**src/rtl/seq_signed_divider.sv**
```systemverilog
// seq_signed_divider: sequential two's-complement restoring divider with start/busy/done handshake.
// Optional DIV_STATUS_FLAGS_EN adds registered div_by_zero / overflow status outputs.
`default_nettype none

module seq_signed_divider #(
  parameter int WIDTH = 4
) (
  input  logic             clk,
  input  logic             rst,
  input  logic             start,
  input  logic [WIDTH-1:0] dividend,
  input  logic [WIDTH-1:0] divisor,
  output logic             busy,
  output logic             done,
  output logic [WIDTH-1:0] quotient,
  output logic [WIDTH-1:0] remainder
`ifdef DIV_STATUS_FLAGS_EN
  ,
  output logic             div_by_zero,
  output logic             overflow
`endif
);

  localparam int CW = (WIDTH > 2) ? $clog2(WIDTH) : 1;
  localparam logic [WIDTH-1:0] MOST_NEG = {1'b1, {(WIDTH-1){1'b0}}};

  typedef enum logic [1:0] {IDLE, DIV, FIX, DONE} state_t;

  state_t           state_q;
  logic [CW-1:0]    cnt_q;
  logic [WIDTH:0]   rem_q;
  logic [WIDTH-1:0] quo_q;
  logic [WIDTH-1:0] dvs_mag_q;
  logic [WIDTH-1:0] dend_q;
  logic             dvs_neg_q;
  logic             busy_q;
  logic             done_q;
  logic [WIDTH-1:0] quotient_q;
  logic [WIDTH-1:0] remainder_q;
`ifdef DIV_STATUS_FLAGS_EN
  logic             dbz_q;
  logic             ovf_q;
`endif

  logic [WIDTH:0]   shift_d;
  logic [WIDTH:0]   trial_d;
  logic [WIDTH:0]   rem_d;
  logic [WIDTH-1:0] quo_d;
  logic [WIDTH-1:0] dend_mag_d;
  logic [WIDTH-1:0] dvs_mag_d;
  logic             dvs_zero_d;
  logic             ovf_d;

  always_comb begin
    dend_mag_d = dividend[WIDTH-1] ? (~dividend + 1'b1) : dividend;
    dvs_mag_d  = divisor[WIDTH-1]  ? (~divisor + 1'b1)  : divisor;
    // Remainder is one bit wider so the trial-subtraction sign is never lost.
    shift_d    = {rem_q[WIDTH-1:0], quo_q[WIDTH-1]};
    trial_d    = shift_d - {1'b0, dvs_mag_q};
    if (!trial_d[WIDTH]) begin
      rem_d = trial_d;
      quo_d = {quo_q[WIDTH-2:0], 1'b1};
    end else begin
      rem_d = shift_d;
      quo_d = {quo_q[WIDTH-2:0], 1'b0};
    end
    dvs_zero_d = (dvs_mag_q == '0);
    ovf_d      = (dend_q == MOST_NEG) && dvs_neg_q && (dvs_mag_q == {{(WIDTH-1){1'b0}}, 1'b1});
  end

  always_ff @(posedge clk or negedge rst) begin
    if (!rst) begin
      state_q     <= IDLE;
      cnt_q       <= '0;
      rem_q       <= '0;
      quo_q       <= '0;
      dvs_mag_q   <= '0;
      dend_q      <= '0;
      dvs_neg_q   <= 1'b0;
      busy_q      <= 1'b0;
      done_q      <= 1'b0;
      quotient_q  <= '0;
      remainder_q <= '0;
`ifdef DIV_STATUS_FLAGS_EN
      dbz_q       <= 1'b0;
      ovf_q       <= 1'b0;
`endif
    end else begin
      case (state_q)
        IDLE: begin
          done_q <= 1'b0;
          if (start) begin
            dend_q    <= dividend;
            dvs_neg_q <= divisor[WIDTH-1];
            dvs_mag_q <= dvs_mag_d;
            quo_q     <= dend_mag_d;
            rem_q     <= '0;
            cnt_q     <= CW'(WIDTH-1);
            busy_q    <= 1'b1;
            state_q   <= DIV;
          end
        end
        DIV: begin
          rem_q <= rem_d;
          quo_q <= quo_d;
          cnt_q <= cnt_q - 1'b1;
          if (cnt_q == '0) state_q <= FIX;
        end
        FIX: begin
          // The natural restoring result already wraps correctly for MOST_NEG / -1.
          if (dvs_zero_d) begin
            quotient_q  <= '1;
            remainder_q <= dend_q;
          end else begin
            quotient_q  <= (dend_q[WIDTH-1] ^ dvs_neg_q) ? (~quo_q + 1'b1) : quo_q;
            remainder_q <= dend_q[WIDTH-1] ? (~rem_q[WIDTH-1:0] + 1'b1) : rem_q[WIDTH-1:0];
          end
`ifdef DIV_STATUS_FLAGS_EN
          dbz_q <= dvs_zero_d;
          ovf_q <= ovf_d;
`endif
          busy_q  <= 1'b0;
          done_q  <= 1'b1;
          state_q <= DONE;
        end
        default: begin
          done_q  <= 1'b0;
          state_q <= IDLE;
        end
      endcase
    end
  end

  assign busy      = busy_q;
  assign done      = done_q;
  assign quotient  = quotient_q;
  assign remainder = remainder_q;
`ifdef DIV_STATUS_FLAGS_EN
  assign div_by_zero = dbz_q;
  assign overflow    = ovf_q;
`else
  logic unused_ovf;
  assign unused_ovf = ovf_d;
`endif

endmodule

`default_nettype wire

```
**config.mk**
```make
export PLATFORM = sky130hd
export DESIGN_NAME = seq_signed_divider
export DESIGN_NICKNAME = d
export VERILOG_FILES = /design/src/rtl/seq_signed_divider.sv
export SDC_FILE = /design/constraint.sdc
export NUM_CORES = 1
export LEC_CHECK = 0
export ABC_CLOCK_PERIOD_IN_PS = 3600
export CAP_MARGIN = 20
export CORE_MARGIN = 2
export CORE_UTILIZATION = 30
export DETAILED_ROUTE_END_ITERATION = 10
export PLACE_DENSITY = 0.46
export SYNTH_ARGS = -nofsm -noshare
export SYNTH_HDL_FRONTEND = slang
export SYNTH_SLANG_ARGS = --single-unit
```
**constraint.sdc**
```tcl
create_clock -name clk -period 3.6 [get_ports clk]
set_input_delay 0.54 -clock clk [delete_from_list [all_inputs] [get_ports clk]]
set_output_delay 0.54 -clock clk [all_outputs]
set_load 0.02 [all_outputs]
```
==> flow_summary.ini, run 1 <==
[outcome]
status = finished clean

[synthesis]
synth.yosys.seq_area_share_pct = 42.1
syn_inst = 196
synth_top_area_share_pct = 42.1
synth_warnings = 0
synth_edf_count = 0
synth_cell_types = 44
syn_nets = 221
yosys.area.top_type = dfrtp_1
yosys-top-cells-area = dfrtp_1, ha_1, nand2_1
ys.flop_type = dfrtp_1
synth-seq-cells = 31
synth_area_sq_um = 1840
async_flop_share_pct = 100
syn_area_per_cell_sq_um = 9.39

[critical_path]
cp_cell_sequence = inv_1, ha_1, inv_1, fa_1, a211oi_2, o21ai_0, and3_1, o32ai_2
cp.buffers_inverters = 2
arrival_ns = 2.47
cp-startpoint = quo_q[3]$_DFFE_PN0P_
critPathSlowestCell = dfrtp_1
cp_num_cells = 8
crit_path_frequent_cell = inv_1
crit_type = flop to flop
r2r_end = rem_q[0]$_DFFE_PN0P_
cp_max_fo = 6
r2r_cells = 8
cp.required_ns = 3.79
r2r_start = quo_q[3]$_DFFE_PN0P_
critPathTopFamily = compound AO/OA/AOI/OAI gates
cp-end-kind = flop
critical-path-max-stage-delay_ns = 0.40
rrSetupSlack_ns = 1.33
start_kind = flop
worstSetupEndpoint = rem_q[0]$_DFFE_PN0P_

[floorplan]
io-pin-count = 21
start_util_pct = 31.1
dieArea_sq_um = 6780
fp-row-count = 28
die_height_um = 82.3
die_w_um = 82.3
fp.coreArea_sq_um = 5920

[global_routing]
grt_pass1_vias = 1342
grt_antenna_before_repair = 0
grt_pass1_wl_mm = 6.82
overflow = 0
grt_max_degree = 32
grt_use_total_pct = 13.5

[sta]
fin_crit_sh_pct = 63.1
rsz0062_at_grt = no
slew_headroom_pct = 60.7
setup_tns_ns = 0
fmax_mhz = 440
slew_violations = 0
hold_viol_final = 0
min_period_ns = 2.27
setup_slack_ns = 1.33
setup_viol = 0
skew_ns = 0.00575
tightestPinTransition_ns = 0.590

[power_and_ir_drop]
ir_drop_v = 0.000302
p_leak_nw = 0.970
p_per_area_nw_per_um2 = 924

[clocking]
ctsHoldBuffers = 0
cts_root_buf = clkbuf_8
numCtsBuffers = 5
h-tree-depth = 2
cts_sinks = 31
clk_pin_slew_worst_paths_ns = 0.07
cts_tree = done
post_cts_resized = 0
max-clock-path-buffers = 2
worstSkewPairLatency_ns = 0.28
postCtsSetupBuffers = 0

[drt]
wl_met2_mm = 1.62
highest_layer = met4
routedWlPerCell_um = 13.3
drtIter0Drc = 105
drc_errors = 0
ant_nets = 0
drt-vias-per-instance = 4.79
wl_met1_mm = 2.07
vias = 1399
met3_length_um = 119
postRouteWirelength_mm = 3.88
first_pass_iters = 4

[place]
numPortBuffers = 20
dpl.hpwl_mm = 3.01
gp_congestion = 0.701
dpl_cell_area_sq_um = 2110
dp.cells = 284
pre_cts_ws_ns = 1.32

[layout]
diodes = 0
fin_cells = 292
layout.nets = 241
fin_area_sq_um = 2190
drive_gt1_share_pct = 7.37
syn_to_final_growth_pct = 18.9
fillers = 605

[hold_path]
min_path_type = flop to flop

[job]
drv_cap = 0
cell type report:
type	count	area [sq um]	share of cell area, %
Inverter	20	75.1	3.43
Clock inverter	1	5.00	0.229
Sequential cell	31	776	35.4
Clock buffer	7	76.3	3.49
Timing Repair Buffer	21	208	9.49
Multi-Input combinational cell	137	955	43.6
Tap cell	75	93.8	4.29
worst min path at each step:
stage	startpoint	end	slack [ns]	depth (start not counted)
after floorplan	rst	busy$_DFFE_PN0P_	0.24	0
after global placement	remainder[2]$_DFFE_PN0P_	remainder[2]$_DFFE_PN0P_	0.49	1
after detailed placement	remainder[2]$_DFFE_PN0P_	remainder[2]$_DFFE_PN0P_	0.50	1
after CTS	remainder[1]$_DFFE_PN0P_	remainder[1]$_DFFE_PN0P_	0.52	2
after global routing	remainder[2]$_DFFE_PN0P_	remainder[2]$_DFFE_PN0P_	0.54	1
final	remainder[1]$_DFFE_PN0P_	remainder[1]$_DFFE_PN0P_	0.51	2
state kept, by name, indices dropped and copies added (netlist names):
| name | cells |
|---|---|
| dend_q | 4 |
| dvs_mag_q | 4 |
| quo_q | 4 |
| quotient | 4 |
| rem_q | 4 |
| remainder | 4 |
| cnt_q | 2 |
| state_q | 2 |
| busy | 1 |
| done | 1 |
| dvs_neg_q | 1 |
metrics by stage:
step	hold slack [ns]	power, W	utilization, %
6_report	0.513	0.00202	37.0
5_1_grt	0.536	0.00224	37.0
4_1_cts	0.519	0.00205	37.0
3_5_place_dp	0.501	0.00178	35.6
3_3_place_gp	0.492	0.00177	35.6
2_1_floorplan	0.244	0.00145	-
where the power goes:
part	total, W	internal [W]	switching, W
Clock	0.000267	0.000136	0.000131
Combinational	0.00110	0.000491	0.000613
Sequential	0.000652	0.000510	0.000142
synth_stat cells (3+ instances only):
cell type / instances
dfrtp_1: 31
nand2_1: 24
inv_1: 19
o21ai_0: 15
ha_1: 13
nor2_1: 12
xnor2_1: 7
a21oi_1: 6
a31oi_1: 5
mux2_2: 5
buf_2: 4
clkbuf_1: 4
mux2i_1: 4
nand2b_1: 4
nor2b_1: 4
a211oi_1: 3
or3_1: 3
worst register-to-register path: stages, from the launching register on:
cell      delay, ns
dfrtp_1        0.40
inv_1          0.09
ha_1           0.17
inv_1          0.05
fa_1           0.40
a211oi_2       0.34
o21ai_0        0.28
and3_1         0.26
o32ai_2        0.19
kinds of logic after synthesis:
family / count (synthesis) / synth area share [%]
compound gates: 47 / 16.9
flops: 31 / 42.1
buf+inv: 28 / 5.98
fa+ha+maj: 14 / 9.93
simple gates: 59 / 15.8
xor+xnor: 7 / 3.33
mux: 10 / 5.85
per-layer routing:
metal | up-vias | track usage [%]
met2 | 25 | 18.8
met1 | 653 | 20.3
met4 | 0 | 5.00
met5 | - | 0
li1 | 716 | -
met3 | 5 | 2.93
placed cells by master, fill, tap and decap left out, types with 2 or more instances in the layout:
| master | count |
|---|---|
| dfrtp_1 | 31 |
| nand2_1 | 24 |
| clkdlybuf4s50_1 | 20 |
| inv_1 | 19 |
| o21ai_0 | 15 |
| ha_1 | 13 |
| nor2_1 | 12 |
| xnor2_1 | 7 |
| a21oi_1 | 6 |
| mux2_2 | 5 |
| a31oi_1 | 5 |
| clkbuf_8 | 5 |
| nor2b_1 | 4 |
| nand2b_1 | 4 |
| mux2i_1 | 4 |
| or3_1 | 3 |
| a211oi_1 | 3 |
| o21a_1 | 2 |
| o211ai_1 | 2 |
| o21ai_1 | 2 |
| and3_1 | 2 |
| o31ai_1 | 2 |
| a311oi_1 | 2 |
| clkbuf_1 | 2 |
Power figures use the tool's default switching activity.
==> run 2: changes to the inputs <==
Settings changed: ABC_CLOCK_PERIOD_IN_PS 3600 to 2100.
Clock period 3.6 ns to 2.1 ns, I/O delays scaled along.
==> run 2 against run 1 <==
Net effect:
- non-clock buffer count up 11
- critical path depth increased by 1
- die area is the same
- flip-flop and latch count unchanged
- sequential power is 69% higher
- largest cell class unchanged
==> flow_summary.ini, run 2 (same netlist as run 1, synthesis figures left out) <==
[global_routing]
grt_max_degree = 32
grt_antenna_before_repair = 0
overflow = 0
grt_pass1_vias = 1347
grt_pass1_wl_mm = 6.91
grt_use_total_pct = 13.8

[critical_path]
crit_path_frequent_cell = inv_2
critPathSlowestCell = dfrtp_1
cp_cell_sequence = inv_2, ha_4, inv_2, fa_2, a211oi_4, buf_6, nor2_2, a311oi_2, o31ai_1
arrival_ns = 2.16
cp-end-kind = flop
critPathTopFamily = compound AO/OA/AOI/OAI gates
crit_type = flop to flop
start_kind = flop
critical-path-max-stage-delay_ns = 0.39
cp.required_ns = 2.26
cp.buffers_inverters = 3
cp_max_fo = 4

[sta]
hold_viol_final = 0
min_period_ns = 2.00
holdWs_ns = 0.413
setup_viol = 0
setup_tns_ns = 0
slew_headroom_pct = 61.8
fmax_mhz = 501
slew_violations = 0
skew_ns = 0.00743
tightestPinTransition_ns = 0.568
fin_crit_sh_pct = 95.1

[floorplan]
die_w_um = 82.3
die_height_um = 82.3
fp-row-count = 28
dieArea_sq_um = 6780
io-pin-count = 21
fp.coreArea_sq_um = 5920
start_util_pct = 31.1

[clocking]
ctsHoldBuffers = 0
numCtsBuffers = 5
cts_root_buf = clkbuf_8
worstSkewPairLatency_ns = 0.29
cts_sinks = 31
h-tree-depth = 2
cts_tree = done
max-clock-path-buffers = 2
clk_pin_slew_worst_paths_ns = 0.08

[layout]
diodes = 0
layout.nets = 252
postLayoutCoreUtil_pct = 39.7
syn_to_final_growth_pct = 27.6
fillers = 587
drive_gt1_share_pct = 16.2
layout_common_cells = dfrtp_1, nand2_1, clkdlybuf4s50_1
final_common_cell = dfrtp_1

[power_and_ir_drop]
pwr-share-clk_pct = 15.9
combPwrFrac_pct = 56.1
switching_share_pct = 41.2
power_frac_seq_pct = 28.0
p_switching_w = 0.00162
p_int_w = 0.00231
p_per_area_nw_per_um2 = 1680
ir_drop_v = 0.000497
p_leak_nw = 1.05

[drt]
drtIter0Drc = 69
ant_nets = 0
drt-vias-per-instance = 4.70
routedWlPerCell_um = 13.4
vias = 1423
postRouteWirelength_mm = 4.07
first_pass_iters = 4
drc_errors = 0

[place]
numPortBuffers = 20
dpl.hpwl_mm = 3.10
gp_congestion = 0.764

[outcome]
status = finished clean

[hold_path]
min_path_type = input pin to asynchronous set/reset pin

[job]
drv_cap = 0
run 2: changes by cell type in the layout (fill, tap and decap cells not counted), moves of 2 or more:
| cell | change |
|---|---|
| buf_4 | +10 |
| clkbuf_1 | -2 |
| inv_1 | -2 |
| inv_2 | +2 |
run 2: routing by layer:
metal	global-route usage (%)	routed length, um	up-vias
met5	0	0	-
met4	5.00	64	0
met3	2.61	124	7
met2	19.5	1690	31
met1	20.5	2200	643
li1	-	-	742
run 2: worst register-to-register path, cell delays in order, from the launching register on:
cell and delay [ns]:
dfrtp_1 0.39, inv_2 0.07, ha_4 0.13, inv_2 0.04, fa_2 0.38, a211oi_4 0.30, buf_6 0.15, nor2_2 0.04
a311oi_2 0.28, o31ai_1 0.10
run 2: through the flow:
step	instance area, sq um	power (W)	instances	setup slack (ns)
2_1_floorplan	1840	0.00249	196	0.0488
3_3_place_gp	2170	0.00315	293	0.0859
3_5_place_dp	2170	0.00316	293	0.0166
4_1_cts	2290	0.00380	301	0.000747
5_1_grt	2350	0.00431	303	-0.00435
6_report	2350	0.00394	303	0.103
run 2: worst paths after layout:
path	startpoint	endpoint	slack, ns	cells after the start
min in group clk	remainder[2]$_DFFE_PN0P_	remainder[2]$_DFFE_PN0P_	0.51	1
max in group asynchronous	rst	quo_q[1]$_DFFE_PN0P_	1.38	2
worst max-delay path	quo_q[3]$_DFFE_PN0P_	rem_q[3]$_DFFE_PN0P_	0.10	9
worst max register to register	quo_q[3]$_DFFE_PN0P_	rem_q[3]$_DFFE_PN0P_	0.10	9
worst min register to register	remainder[2]$_DFFE_PN0P_	remainder[2]$_DFFE_PN0P_	0.51	1
worst min-delay path	rst	state_q[0]$_DFFE_PN0P_	0.41	2
run 2: final cells by class:
cell class | count | area (sq um) | area share, %
clock inverters | 2 | 35.0 | 1.49
multi-input cells | 137 | 992 | 42.2
well taps | 75 | 93.8 | 4.00
flip-flops and latches | 31 | 776 | 33.0
repair buffers | 32 | 294 | 12.5
clock buffers | 6 | 82.6 | 3.52
inverters | 20 | 75.1 | 3.20
run 2: timing repair:
| action | 4_1_cts | 5_1_grt |
|---|---|---|
| setup endpoints to repair | 0 | 4 |
| setup buffers | 0 | 2 |
| gates resized for setup | 0 | 12 |
run 2: power groups by stage:
stage               Combinational, W  Sequential [W]  Clock, W
floorplan                    0.00134         0.00115         0
global placement             0.00205         0.00110         0
detailed placement           0.00205         0.00111         0
CTS                          0.00206         0.00110  0.000646
global route                 0.00249         0.00114  0.000678
finish                       0.00221         0.00110  0.000627
